File: config.mk
export PLATFORM = sky130hd
export DESIGN_NAME = icode_count_dumper
export DESIGN_NICKNAME = d
export VERILOG_FILES = /design/src/rtl/icode_count_dumper.sv
export SDC_FILE = /design/constraint.sdc
export NUM_CORES = 1
export LEC_CHECK = 0
export ABC_AREA = 1
export CAP_MARGIN = 15
export CORE_ASPECT_RATIO = 1.1
export CORE_MARGIN = 2
export CORE_UTILIZATION = 30
export DETAILED_ROUTE_END_ITERATION = 8
export MAX_ROUTING_LAYER = met4
export SETUP_SLACK_MARGIN = 0.5
export SLEW_MARGIN = 20
export SYNTH_ARGS = -nofsm -noshare
export SYNTH_HDL_FRONTEND = slang
export SYNTH_SLANG_ARGS = --single-unit
File: constraint.sdc
create_clock -name clock -period 1.5 [get_ports clock]
set_input_delay 0.15 -clock clock [delete_from_list [all_inputs] [get_ports clock]]
set_output_delay 0.15 -clock clock [all_outputs]
set_load 0.02 [all_outputs]
File: src/rtl/icode_count_dumper.sv
// rtl/icode_count_dumper.sv - scans the icode count memory, streams (icode, count) pairs, keeps total/max summary
module icode_count_dumper #(
  parameter int ICODESIZE = 4,
  parameter int COUNTBITS = 4,
  parameter int SUMBITS   = ICODESIZE + COUNTBITS
) (
  input  logic                 clock,
  input  logic                 reset,
  input  logic                 start,
  input  logic                 clear_on_read,
  output logic [ICODESIZE-1:0] mem_addr,
  input  logic [COUNTBITS-1:0] mem_rd_data,
  output logic                 mem_we,
  output logic [COUNTBITS-1:0] mem_wr_data,
  output logic                 out_valid,
  input  logic                 out_ready,
  output logic [ICODESIZE-1:0] out_icode,
  output logic [COUNTBITS-1:0] out_count,
  output logic                 busy,
  output logic                 done,
  output logic [SUMBITS-1:0]   total_count,
  output logic [ICODESIZE-1:0] max_icode,
  output logic [COUNTBITS-1:0] max_count
);

  typedef enum logic [2:0] {IDLE, ISSUE, CAPTURE, SEND, FINISH} state_t;

  state_t               state, next_state;
  logic [ICODESIZE-1:0] idx;
  logic                 clr;
  logic [SUMBITS-1:0]   run_sum;
  logic [COUNTBITS-1:0] run_max;
  logic [ICODESIZE-1:0] run_max_icode;
  logic                 last_idx;

  assign last_idx    = &idx;
  assign mem_addr    = idx;
  assign mem_wr_data = '0;

  always_ff @(posedge clock) begin
    if (reset) state <= IDLE;
    else       state <= next_state;
  end

  always_comb begin
    next_state = state;
    out_valid  = 1'b0;
    busy       = 1'b1;
    done       = 1'b0;
    mem_we     = 1'b0;
    case (state)
      IDLE: begin
        busy = 1'b0;
        if (start) next_state = ISSUE;
      end
      ISSUE:   next_state = CAPTURE;
      CAPTURE: begin
        mem_we     = clr;
        next_state = SEND;
      end
      SEND: begin
        out_valid = 1'b1;
        if (out_ready) next_state = last_idx ? FINISH : ISSUE;
      end
      FINISH: begin
        done       = 1'b1;
        next_state = IDLE;
      end
      default: begin
        busy       = 1'b0;
        next_state = IDLE;
      end
    endcase
  end

  // Strict compare keeps the lowest icode on ties.
  always_ff @(posedge clock) begin
    if (reset) begin
      idx           <= '0;
      clr           <= 1'b0;
      run_sum       <= '0;
      run_max       <= '0;
      run_max_icode <= '0;
      out_icode     <= '0;
      out_count     <= '0;
      total_count   <= '0;
      max_icode     <= '0;
      max_count     <= '0;
    end else begin
      case (state)
        IDLE: begin
          if (start) begin
            clr           <= clear_on_read;
            idx           <= '0;
            run_sum       <= '0;
            run_max       <= '0;
            run_max_icode <= '0;
          end
        end
        CAPTURE: begin
          out_count <= mem_rd_data;
          out_icode <= idx;
          run_sum   <= run_sum + {{(SUMBITS-COUNTBITS){1'b0}}, mem_rd_data};
          if (mem_rd_data > run_max) begin
            run_max       <= mem_rd_data;
            run_max_icode <= idx;
          end
        end
        SEND: begin
          if (out_ready && !last_idx) idx <= idx + 1'b1;
        end
        FINISH: begin
          total_count <= run_sum;
          max_icode   <= run_max_icode;
          max_count   <= run_max;
        end
        default: ;
      endcase
    end
  end

endmodule

==> summary.txt, run 1 <==
Synthesis
  – Async SR Flop Fraction: 0%
  – Cell variety after synth: 26
  – Dominant cell by count in the synthesized netlist: nand2_1
  – Commonest cells in the netlist: nand2_1 (62), dfxtp_1 (48), nor2_1 (45), a21oi_1 (38), nand3_1 (23)
  – Largest cells by area after synthesis: dfxtp_1 (44%), nand2_1 (11%), a21oi_1 (8.8%)
  – Seq/Total Area, Yosys: 44.24%
  – Cells after Synth: 297
  – Cell Area, Synth: 2172 sq um
  – EDFF count, synth: 0
  – Top cell type's share of synthesized area: 44.24%
  – Syn avg cell area: 7.313 sq um
  – Synth Flop Type: dfxtp_1
  – FF+latch count, synth: 48
  – Synth area leader: dfxtp_1
  – Syn. warnings: 0

Power
  – P_leak: 0.001722 uW
  – Worst VDD drop: 652.0 uV
  – Power density over the cells: 1214 nW/um^2
  – Tot Pwr: 4712 uW

Global routing
  – Total GRT Usage: 16.50%
  – First-pass GRT wire length: 10140 um
  – Pin count of the biggest net entering global routing: 30
  – Gr ovfl total: 0
  – Vias in the first global route: 2104
  – Initial antenna violation count: 0

Setup path
  – Cell breakdown of the critical path: nor3_4 > buf_4 > buf_6 > buf_12 > buf_8 > buf_6 > o21ai_0 > a21oi_1
  – Most used cell, CP: buf_6
  – Crit. End Element: register
  – Kind of critical path: register to register
  – CP bufs+invs: 5
  – Crit path launch type: register
  – WP data required: 1.75 ns
  – Crit-path slowest cell: dfxtp_4
  – Crit-path max FO: 8
  – CP arrival: 1.69 ns
  – Critical path's largest stage delay: 0.38 ns
  – Critical path's top delay family: buffers and inverters

STA
  – Slew Viols, Final: 0
  – FMAX: 0.6905 GHz
  – Clock skew: 0.01126 ns
  – Period utilization: 96.55%
  – RSZ-0062 raised after global routing: true
  – Fin. Hold Viols: 0
  – Setup TNS: 0 ns
  – Final setup fails: 0
  – Fin crit period: 1.448 ns

Clock network
  – CTS tree: built
  – Clock Path Buffers: 2
  – Clock sinks: 48
  – H-tree levels: 2
  – Clock latency on the worst-skew pair: 0.30 ns
  – Num CTS Buffers: 5
  – Reg clk slew, reported paths: 0.09 ns
  – CTS root buf: clkbuf_8

Job
  – Max cap viols: 0

Die
  – Die span in x: 85.13 um
  – Initial Util: 31.00%
  – Core Footprint: 7007 sq um
  – Die Area: 7938 sq um
  – Die Y: 93.24 um
  – Row cnt: 32
  – I/O pin cnt: 45

Placed design
  – Placed cell count: 431
  – Final GP Congestion: 0.7840
  – IO buf count: 40
  – Hpwl dp: 3917 um

Routing
  – Post-route ant nets: 0
  – Vias/cell: 4.871
  – Router iterations before antenna repair: 4
  – Wire per inst: 15.46 um
  – Residual DRC: 0
  – DRT iter0 DRCs: 143
  – Routed WL: 7403 um
  – DR vias: 2333

Cells and area
  – Post-layout util: 55.39%
  – Post-route insts no fill: 479
  – # diodes: 0
  – Layout Nets: 412
  – Area growth from synthesis to layout: 78.69%
  – Share of layout cells above drive strength 1: 57.61%

Status
  – Status: completed

Hold path
  – Type of the most critical hold path: primary input to register
[layout make-up]
type / instances / area, sq um
inverters: 22 / 96.34
well taps: 85 / 106.4
multi-input cells: 216 / 1570
clock buffers: 7 / 97.59
clock inverters: 1 / 30.03
flip-flops and latches: 48 / 1003
fillers: 604 / 3126
repair buffers: 100 / 977.2
[report_power, final]
group | internal, uW | leakage [uW] | switching (uW) | total (uW)
logic | 1050 | 0.00126 | 1090 | 2140
clock network | 600 | 0.0000636 | 442 | 1040
registers | 1410 | 0.000401 | 123 | 1530
total | 3060 | 0.00172 | 1650 | 4710
[per-stage QoR]
step	setup WS [ns]	cell area, sq um	hold slack, ns
after global routing	-0.02792	3881	0.3905
after detailed placement	-0.3659	2952	0.4556
final	0.05177	3881	0.3707
after floorplan	0.1392	2392	0.3194
after CTS	0.09283	3281	0.3785
after global placement	-0.3416	2952	0.4518
[worst min-delay path: stages]
cell           delay, ns
dlygate4sd2_1       0.30
nand2_2             0.13
a21oi_2             0.06
[flip-flops by register name, indices dropped and copies added, names as in the netlist]
signal,cells
run_sum,8
out_count,4
max_count,4
run_max,4
max_icode,4
mem_addr,4
clr,1
run_max_icode,4
total_count,8
out_icode,4
state,3
[final timing paths]
kind                            slack, ns      startpoint      endpoint  depth (start not counted)
worst max-delay path                 0.05        state[2]    run_sum[6]                          8
worst max register to register       0.05        state[2]    run_sum[6]                          8
worst min-delay path                 0.37  mem_rd_data[0]  out_count[0]                          3
worst min register to register       0.48             clr           clr                          2
[cells in the final DEF (no fill, tap or decap), types with 13 or more instances in the layout]
cell type,count
a21oi_1,16
dfxtp_2,13
dfxtp_1,28
a21oi_2,21
nand2_1,34
nand2_2,16
buf_4,49
nor2_1,39
nand2_4,15
buf_6,17
[routing by layer]
layer	vias up	global-route usage [%]	share of wire, %
met2	58	26.76	51
met5	-	-	0
li1	1157	-	-
met4	0	4.497	1.4
met1	1107	21.38	44
met3	11	2.736	4.2
[cell families after synthesis]
kind of cell | after synthesis | share of synthesized area [%]
XOR/XNOR | 2 | 0.8066
flip-flops | 48 | 44.24
other | 1 | 0.1726
AO/OA/AOI/OAI | 63 | 14.92
AND/OR/NAND/NOR | 135 | 25.92
buffers and inverters | 38 | 7.834
adder cells (fa/ha/maj) | 10 | 6.106
[what timing repair did]
item | in CTS | in global routing
pin swaps | 11 | 33
buffers inserted | 14 | 20
setup endpoints to repair | 80 | 69
resized for setup | 206 | 104
hold buffers | 0 | 0
endpoints found under the hold margin | 0 | 0
gates cloned | 2 | 4
Note: power is estimated with default switching activity, not from simulation.
==> run 2, diff against run 1 <==
--- a/config.mk
+++ b/config.mk
@@ -7,7 +7,7 @@
 export LEC_CHECK = 0
 export ABC_AREA = 1
 export CAP_MARGIN = 15
-export CORE_ASPECT_RATIO = 1.1
+export CORE_ASPECT_RATIO = 0.6
 export CORE_MARGIN = 2
 export CORE_UTILIZATION = 30
 export DETAILED_ROUTE_END_ITERATION = 8
==> run 2 against run 1 <==
- worst setup slack better by 0.030 ns
- fmax rose by 2.1%
- register-to-register slack better by 0.03 ns
- sequential power hardly changed
- first-iteration DRC count decreased by 22%
- core utilization up 2.1 points
- cell area up 1.5%
- highest routed layer unchanged
- critical path type unchanged
- sequential share of layout area down 0.54 points
- combinational power is 3% higher
- die area grew 0.27%
==> summary.txt, run 2 (synthesis gave the netlist of run 1 again) <==
Power
  – Worst VDD drop: 516.9 uV (-21%)
  – Power density over the cells: 1247 nW/um^2 (+2.7%)
  – P_leak: 0.001713 uW (-0.53%)

Clock network
  – CTS tree: built
  – Clock Path Buffers: 2 (unchanged)
  – H-tree levels: 2 (unchanged)
  – Num CTS Buffers: 5 (unchanged)
  – Clock latency on the worst-skew pair: 0.29 ns (about the same)
  – CTS root buf: clkbuf_16
  – Reg clk slew, reported paths: 0.07 ns (-0.02 ns)
  – Clock sinks: 48 (unchanged)

STA
  – Setup TNS: 0 ns (unchanged)
  – Clock skew: 0.001998 ns (-0.009264 ns)
  – FMAX: 0.7049 GHz (+2.1%)
  – Final setup fails: 0 (unchanged)
  – Slew Viols, Final: 0 (unchanged)
  – Period utilization: 94.58% (-2.0 points)
  – Fin crit period: 1.419 ns (-0.02954 ns)
  – RSZ-0062 raised after global routing: true
  – Fin. Hold Viols: 0 (unchanged)

Die
  – Core Footprint: 6849 sq um (-2.2%)
  – Die Area: 7959 sq um (+0.27%)
  – Die Y: 69.91 um (-25%)
  – Die span in x: 113.9 um (+34%)
  – I/O pin cnt: 45 (unchanged)
  – Initial Util: 31.71% (+0.71 points)
  – Row cnt: 23 (-28%)

Global routing
  – GR Util met1: 25.92% (+4.5 points)
  – Top Usage Layer GRT: met2
  – Vias in the first global route: 2204 (+4.8%)
  – Met2 GRT Util: 26.08% (-0.68 points)
  – Gr ovfl total: 0 (unchanged)
  – Total GRT Usage: 18.11% (+1.6 points)
  – Initial antenna violation count: 0 (unchanged)
  – First-pass GRT wire length: 10980 um (+8.3%)
  – Pin count of the biggest net entering global routing: 30 (unchanged)
  – Met3 usage: 4.080% (+1.3 points)

Routing
  – Wire per inst: 15.26 um (-1.2%)
  – Router iterations before antenna repair: 4 (unchanged)
  – Vias/cell: 4.861 (-0.20%)
  – Routed WL: 7357 um (-0.62%)
  – DRT iter0 DRCs: 111 (-22%)
  – DR vias: 2343 (+0.43%)
  – Post-route ant nets: 0 (unchanged)
  – Residual DRC: 0 (unchanged)

Status
  – Status: completed

Cells and area
  – # diodes: 0 (unchanged)
  – Share of layout cells above drive strength 1: 60.25% (+2.6 points)
  – Most frequent cells in the layout: buf_4 (45), nor2_1 (39), dfxtp_1 (33)
  – Area growth from synthesis to layout: 81.34%
  – Top Registers: run_sum x8, total_count x8
  – Final instance area: 3939 sq um (+1.5%)
  – Layout Nets: 413 (+0.24%)
  – Most common cell after layout, fill and taps aside: buf_4

Setup path
  – Crit path launch type: register
  – CP arrival: 1.59 ns (-0.10 ns)
  – Cell breakdown of the critical path: inv_4 > nand2_4 > buf_6 > nor2_4 > nand2_4 > nand2_8 > clkinvlp_4 > nand2_1 > a21oi_1
  – Crit. End Element: register
  – WP data required: 1.67 ns (-0.08 ns)
  – Critical path's top delay family: simple AND/OR/NAND/NOR gates
  – Crit-path slowest cell: dfxtp_4
  – Critical path's largest stage delay: 0.37 ns (about the same)
  – CP bufs+invs: 3 (-2)
  – Kind of critical path: register to register
  – Crit-path max FO: 8 (unchanged)
  – Most used cell, CP: nand2_4

Job
  – Max cap viols: 0 (unchanged)

Placed design
  – Placed Area: 2969 sq um (+0.59%)
  – Final GP Congestion: 0.7875 (+0.45%)
  – IO buf count: 40 (unchanged)
  – Hpwl dp: 4259 um (+8.7%)

Hold path
  – Type of the most critical hold path: primary input to register
==> run 2: cell types whose count changed in the layout (fill, tap and decap cells not counted), moves of 3 or more <==
| cell | delta |
|---|---|
| nand2_1 | -6 |
| dfxtp_2 | -5 |
| dfxtp_1 | +5 |
| a21oi_2 | +5 |
| buf_12 | -3 |
| buf_4 | -4 |
| a21oi_1 | -5 |
| nand2_2 | +5 |
| clkbuf_16 | +3 |
| clkbuf_8 | -4 |
| buf_2 | +7 |
==> run 2: cell type report <==
cell class,count,area (sq um)
multi-input cells,216,1637
clock inverters,2,13.76
clock buffers,6,138.9
inverters,22,93.84
repair buffers,101,949.7
flip-flops and latches,48,997.2
well taps,87,108.9
fillers,618,2910
==> run 2: where the power goes <==
| group | internal, uW | switching [uW] | total [uW] |
|---|---|---|---|
| Combinational | 1090 | 1120 | 2210 |
| Clock | 667 | 503 | 1170 |
| Sequential | 1410 | 121 | 1530 |
==> run 2: layer usage <==
layer	vias to the layer above	wire, um
met1	1122	3559
met5	-	0
met4	0	58
met3	7	391
met2	49	3347
li1	1165	-
==> run 2: through the flow <==
step | utilization (%) | hold WS [ns] | std cells | power [uW] | worst slack (ns)
2_1_floorplan | - | 0.3194 | 300 | 2402 | 0.1392
3_3_place_gp | 43.35 | 0.4517 | 435 | 2773 | -0.3406
3_5_place_dp | 43.35 | 0.4547 | 435 | 2810 | -0.3878
4_1_cts | 50.53 | 0.3941 | 460 | 4504 | 0.07332
5_1_grt | 57.51 | 0.4276 | 482 | 5168 | -0.005299
6_report | 57.51 | 0.4085 | 482 | 4910 | 0.08131
==> run 2: worst paths after layout <==
kind,start,slack (ns),depth (start not counted),to
setup / recovery,state[0],0.08,9,run_sum[2]
hold / removal,mem_rd_data[0],0.41,3,out_count[0]
setup reg to reg,state[0],0.08,9,run_sum[2]
hold reg to reg,out_count[3],0.47,2,out_count[3]
==> run 2: timing repair <==
item / CTS / global route
hold buffers: 0 / 0
pin swaps: 23 / 29
cloned: 6 / 2
setup endpoints to repair: 80 / 61
resized for setup: 227 / 81
setup buffers: 11 / 20
==> run 2: worst register-to-register path, delay by kind of cell (launching register included) <==
kind                   cells  cell delay, ns
AOI/OAI and AO/OA          1            0.06
DFF                        1            0.37
buffers and inverters      3            0.35
and+or+nand+nor            5            0.51
==> run 3, diff against run 2 <==
--- a/config.mk
+++ b/config.mk
@@ -10,6 +10,7 @@
 export CORE_ASPECT_RATIO = 0.6
 export CORE_MARGIN = 2
 export CORE_UTILIZATION = 30
+export CTS_BUF_LIST = sky130_fd_sc_hd__clkbuf_8
 export DETAILED_ROUTE_END_ITERATION = 8
 export MAX_ROUTING_LAYER = met4
 export SETUP_SLACK_MARGIN = 0.5
==> constraint.sdc (replaced) <==
create_clock -name clock -period 1.5 [get_ports clock]
set_input_delay 0.15 -clock clock [delete_from_list [all_inputs] [get_ports clock]]
set_output_delay 0.15 -clock clock [all_outputs]
set_load 0.05 [all_outputs]
==> run 3 against run 2 <==
- the flow now finishes with violations (setup timing)
- cell count down 0.41%
- clock-buffer cell count did not move
- wire length down 3.4%
- power is 9.7% lower
- die area unchanged
- clock power is 29% lower
- sequential power about the same
- cell area is 1.7% higher
- combinational power fell by 6%
- sequential cell count unchanged
- critical path depth shrank 3
- via count shrank 0.98%
- critical endpoint is now busy
==> summary.txt, run 3 (synthesis gave the netlist of run 1 again) <==
Cells and area
  – # diodes: 0 (unchanged)
  – Share of layout cells above drive strength 1: 59.54% (-0.71 points)
  – Top Registers: run_sum x8, total_count x8
  – Most frequent cells in the layout: nand2_1 (42), nor2_1 (39), buf_4 (37)
  – Register area: 1030 sq um (+3.3%)
  – Layout Nets: 411 (-0.48%)
  – Most common cell after layout, fill and taps aside: nand2_1
  – Post-route insts no fill: 480 (-0.41%)
  – Area growth from synthesis to layout: 84.33%
  – Filler cell count: 613 (-0.81%)
  – Multi-input logic area: 1529 sq um (-6.6%)

Setup path
  – Critical path's largest stage delay: 0.38 ns (about the same)
  – Cell breakdown of the critical path: inv_4 > nand2_4 > nor2_4 > inv_1 > o211ai_1 > buf_12
  – CP arrival: 1.37 ns (-0.22 ns)
  – WP data required: 1.35 ns (-0.32 ns)
  – Crit path launch type: register
  – Kind of critical path: register to output port
  – Critical path's top delay family: flip-flops
  – Crit. End Element: output port
  – Crit-path max FO: 3 (-5)
  – Crit-path slowest cell: dfxtp_4
  – CP bufs+invs: 3 (unchanged)

Routing
  – Uppermost layer routed: met4
  – Routed WL: 7107 um (-3.4%)
  – Met2 routed WL: 3151 um (-5.9%)
  – Wire per inst: 14.81 um (-3.0%)
  – Vias/cell: 4.833 (-0.57%)
  – Post-route ant nets: 0 (unchanged)
  – Router iterations before antenna repair: 4 (unchanged)
  – Residual DRC: 0 (unchanged)
  – DRT iter0 DRCs: 77 (-31%)
  – DR vias: 2320 (-0.98%)
  – Met1 wire length: 3594 um (+0.98%)
  – WL met3: 303 um (-23%)

STA
  – Fin. Hold Viols: 0 (unchanged)
  – Hold slack: 0.3837 ns (-0.02479 ns)
  – Final setup fails: 1 (+1)
  – Period utilization: 101.1% (+6.6 points)
  – Clock skew: 0.008090 ns (+0.006092 ns)
  – Slew Viols, Final: 0 (unchanged)
  – Fin crit period: 1.517 ns (+0.09825 ns)
  – RSZ-0062 raised after global routing: true
  – FMAX: 0.6592 GHz (-6.5%)
  – PnR worst setup slack: -0.01694 ns (-0.09825 ns)

Clock network
  – Clock sinks: 48 (unchanged)
  – CTS root buf: clkbuf_8
  – Num CTS Buffers: 5 (unchanged)
  – Reg clk slew, reported paths: 0.09 ns (+0.02 ns)
  – Clock latency on the worst-skew pair: 0.32 ns (+0.03 ns)
  – CTS tree: built
  – Clock Path Buffers: 2 (unchanged)
  – H-tree levels: 2 (unchanged)

Placed design
  – Placed cell count: 424 (-2.5%)
  – Hpwl dp: 4082 um (-4.1%)
  – IO buf count: 40 (unchanged)
  – Final GP Congestion: 0.8709 (+11%)

Status
  – Status: complete, but fails checks
  – Failing checks: setup timing

Die
  – I/O pin cnt: 45 (unchanged)
  – Die Area: 7959 sq um (unchanged)
  – Core Footprint: 6849 sq um (unchanged)
  – Die Y: 69.91 um (unchanged)
  – Row cnt: 23 (unchanged)
  – Die span in x: 113.9 um (unchanged)
  – Initial Util: 31.71% (unchanged)

Global routing
  – Total GRT Usage: 18.53% (+0.42 points)
  – Vias in the first global route: 2220 (+0.73%)
  – First-pass GRT wire length: 11220 um (+2.1%)
  – Pin count of the biggest net entering global routing: 30 (unchanged)
  – Gr ovfl total: 0 (unchanged)
  – Initial antenna violation count: 0 (unchanged)

Power
  – Worst VDD drop: 510.6 uV (-1.2%)
  – P_leak: 0.001679 uW (-2.0%)
  – Power density over the cells: 1107 nW/um^2 (-11%)

Job
  – Max cap viols: 0 (unchanged)

Hold path
  – Type of the most critical hold path: primary input to register
## run 3: cell types whose count changed in the layout (fill, tap and decap cells not counted), sizes merged
| cell | before | now |
|---|---|---|
| bufbuf | 1 | 0 |
| clkbuf | 8 | 6 |
| nand2 | 66 | 67 |
## run 3: cell type report
class | instances | share of cell area (%)
inverters | 22 | 2.656
repair buffers | 98 | 28.34
flip-flops and latches | 48 | 25.72
well taps | 87 | 2.719
clock buffers | 6 | 2.063
multi-input cells | 217 | 38.19
clock inverters | 2 | 0.3125
## run 3: tightest hold or removal path, cell delays in order
cell and delay [ns]:
dlygate4sd2_1 0.31, nand2_1 0.14, a21oi_1 0.07
## run 3: per-stage QoR
step	power [uW]	TNS [ns]	util (%)	setup slack [ns]	cell area [sq um]
after global placement	2805	-4.422	41.61	-0.3527	2850
final	4433	-0.01694	58.46	-0.01694	4004
after global routing	4679	-0.4670	58.46	-0.05001	4004
after detailed placement	2829	-4.818	41.61	-0.3868	2850
after CTS	4278	0	54.62	0.008445	3741
after floorplan	2488	-0.1238	-	-0.08118	2380
## run 3: path summary, 6_finish.rpt
| kind | from | to | slack, ns | cells after the start |
|---|---|---|---|---|
| worst min-delay path | mem_rd_data[0] | out_count[0] | 0.38 | 3 |
| worst max register to register | state[1] | run_max_icode[3] | 0 | 9 |
| worst min register to register | out_icode[3] | out_icode[3] | 0.48 | 2 |
| worst max-delay path | state[0] | busy | -0.02 | 6 |
## run 3: routing by layer
metal	up-vias	global-route usage (%)
li1	1155	-
met1	1123	26.42
met2	36	26.01
met5	-	-
met3	6	4.688
met4	0	4.878
## run 3: what timing repair did
item                                    in CTS  in global routing
buffers inserted                            30                 12
pin swaps                                   21                  9
gates cloned                                 6                  0
endpoints found under the hold margin        0                  0
hold buffers                                 0                  0
endpoints found under the setup margin      80                 73
resized for setup                          172                 49
## run 3: power breakdown
group	switching, uW	internal [uW]
Sequential	127	1410
Combinational	1120	946
Clock	457	372
Total	1710	2730
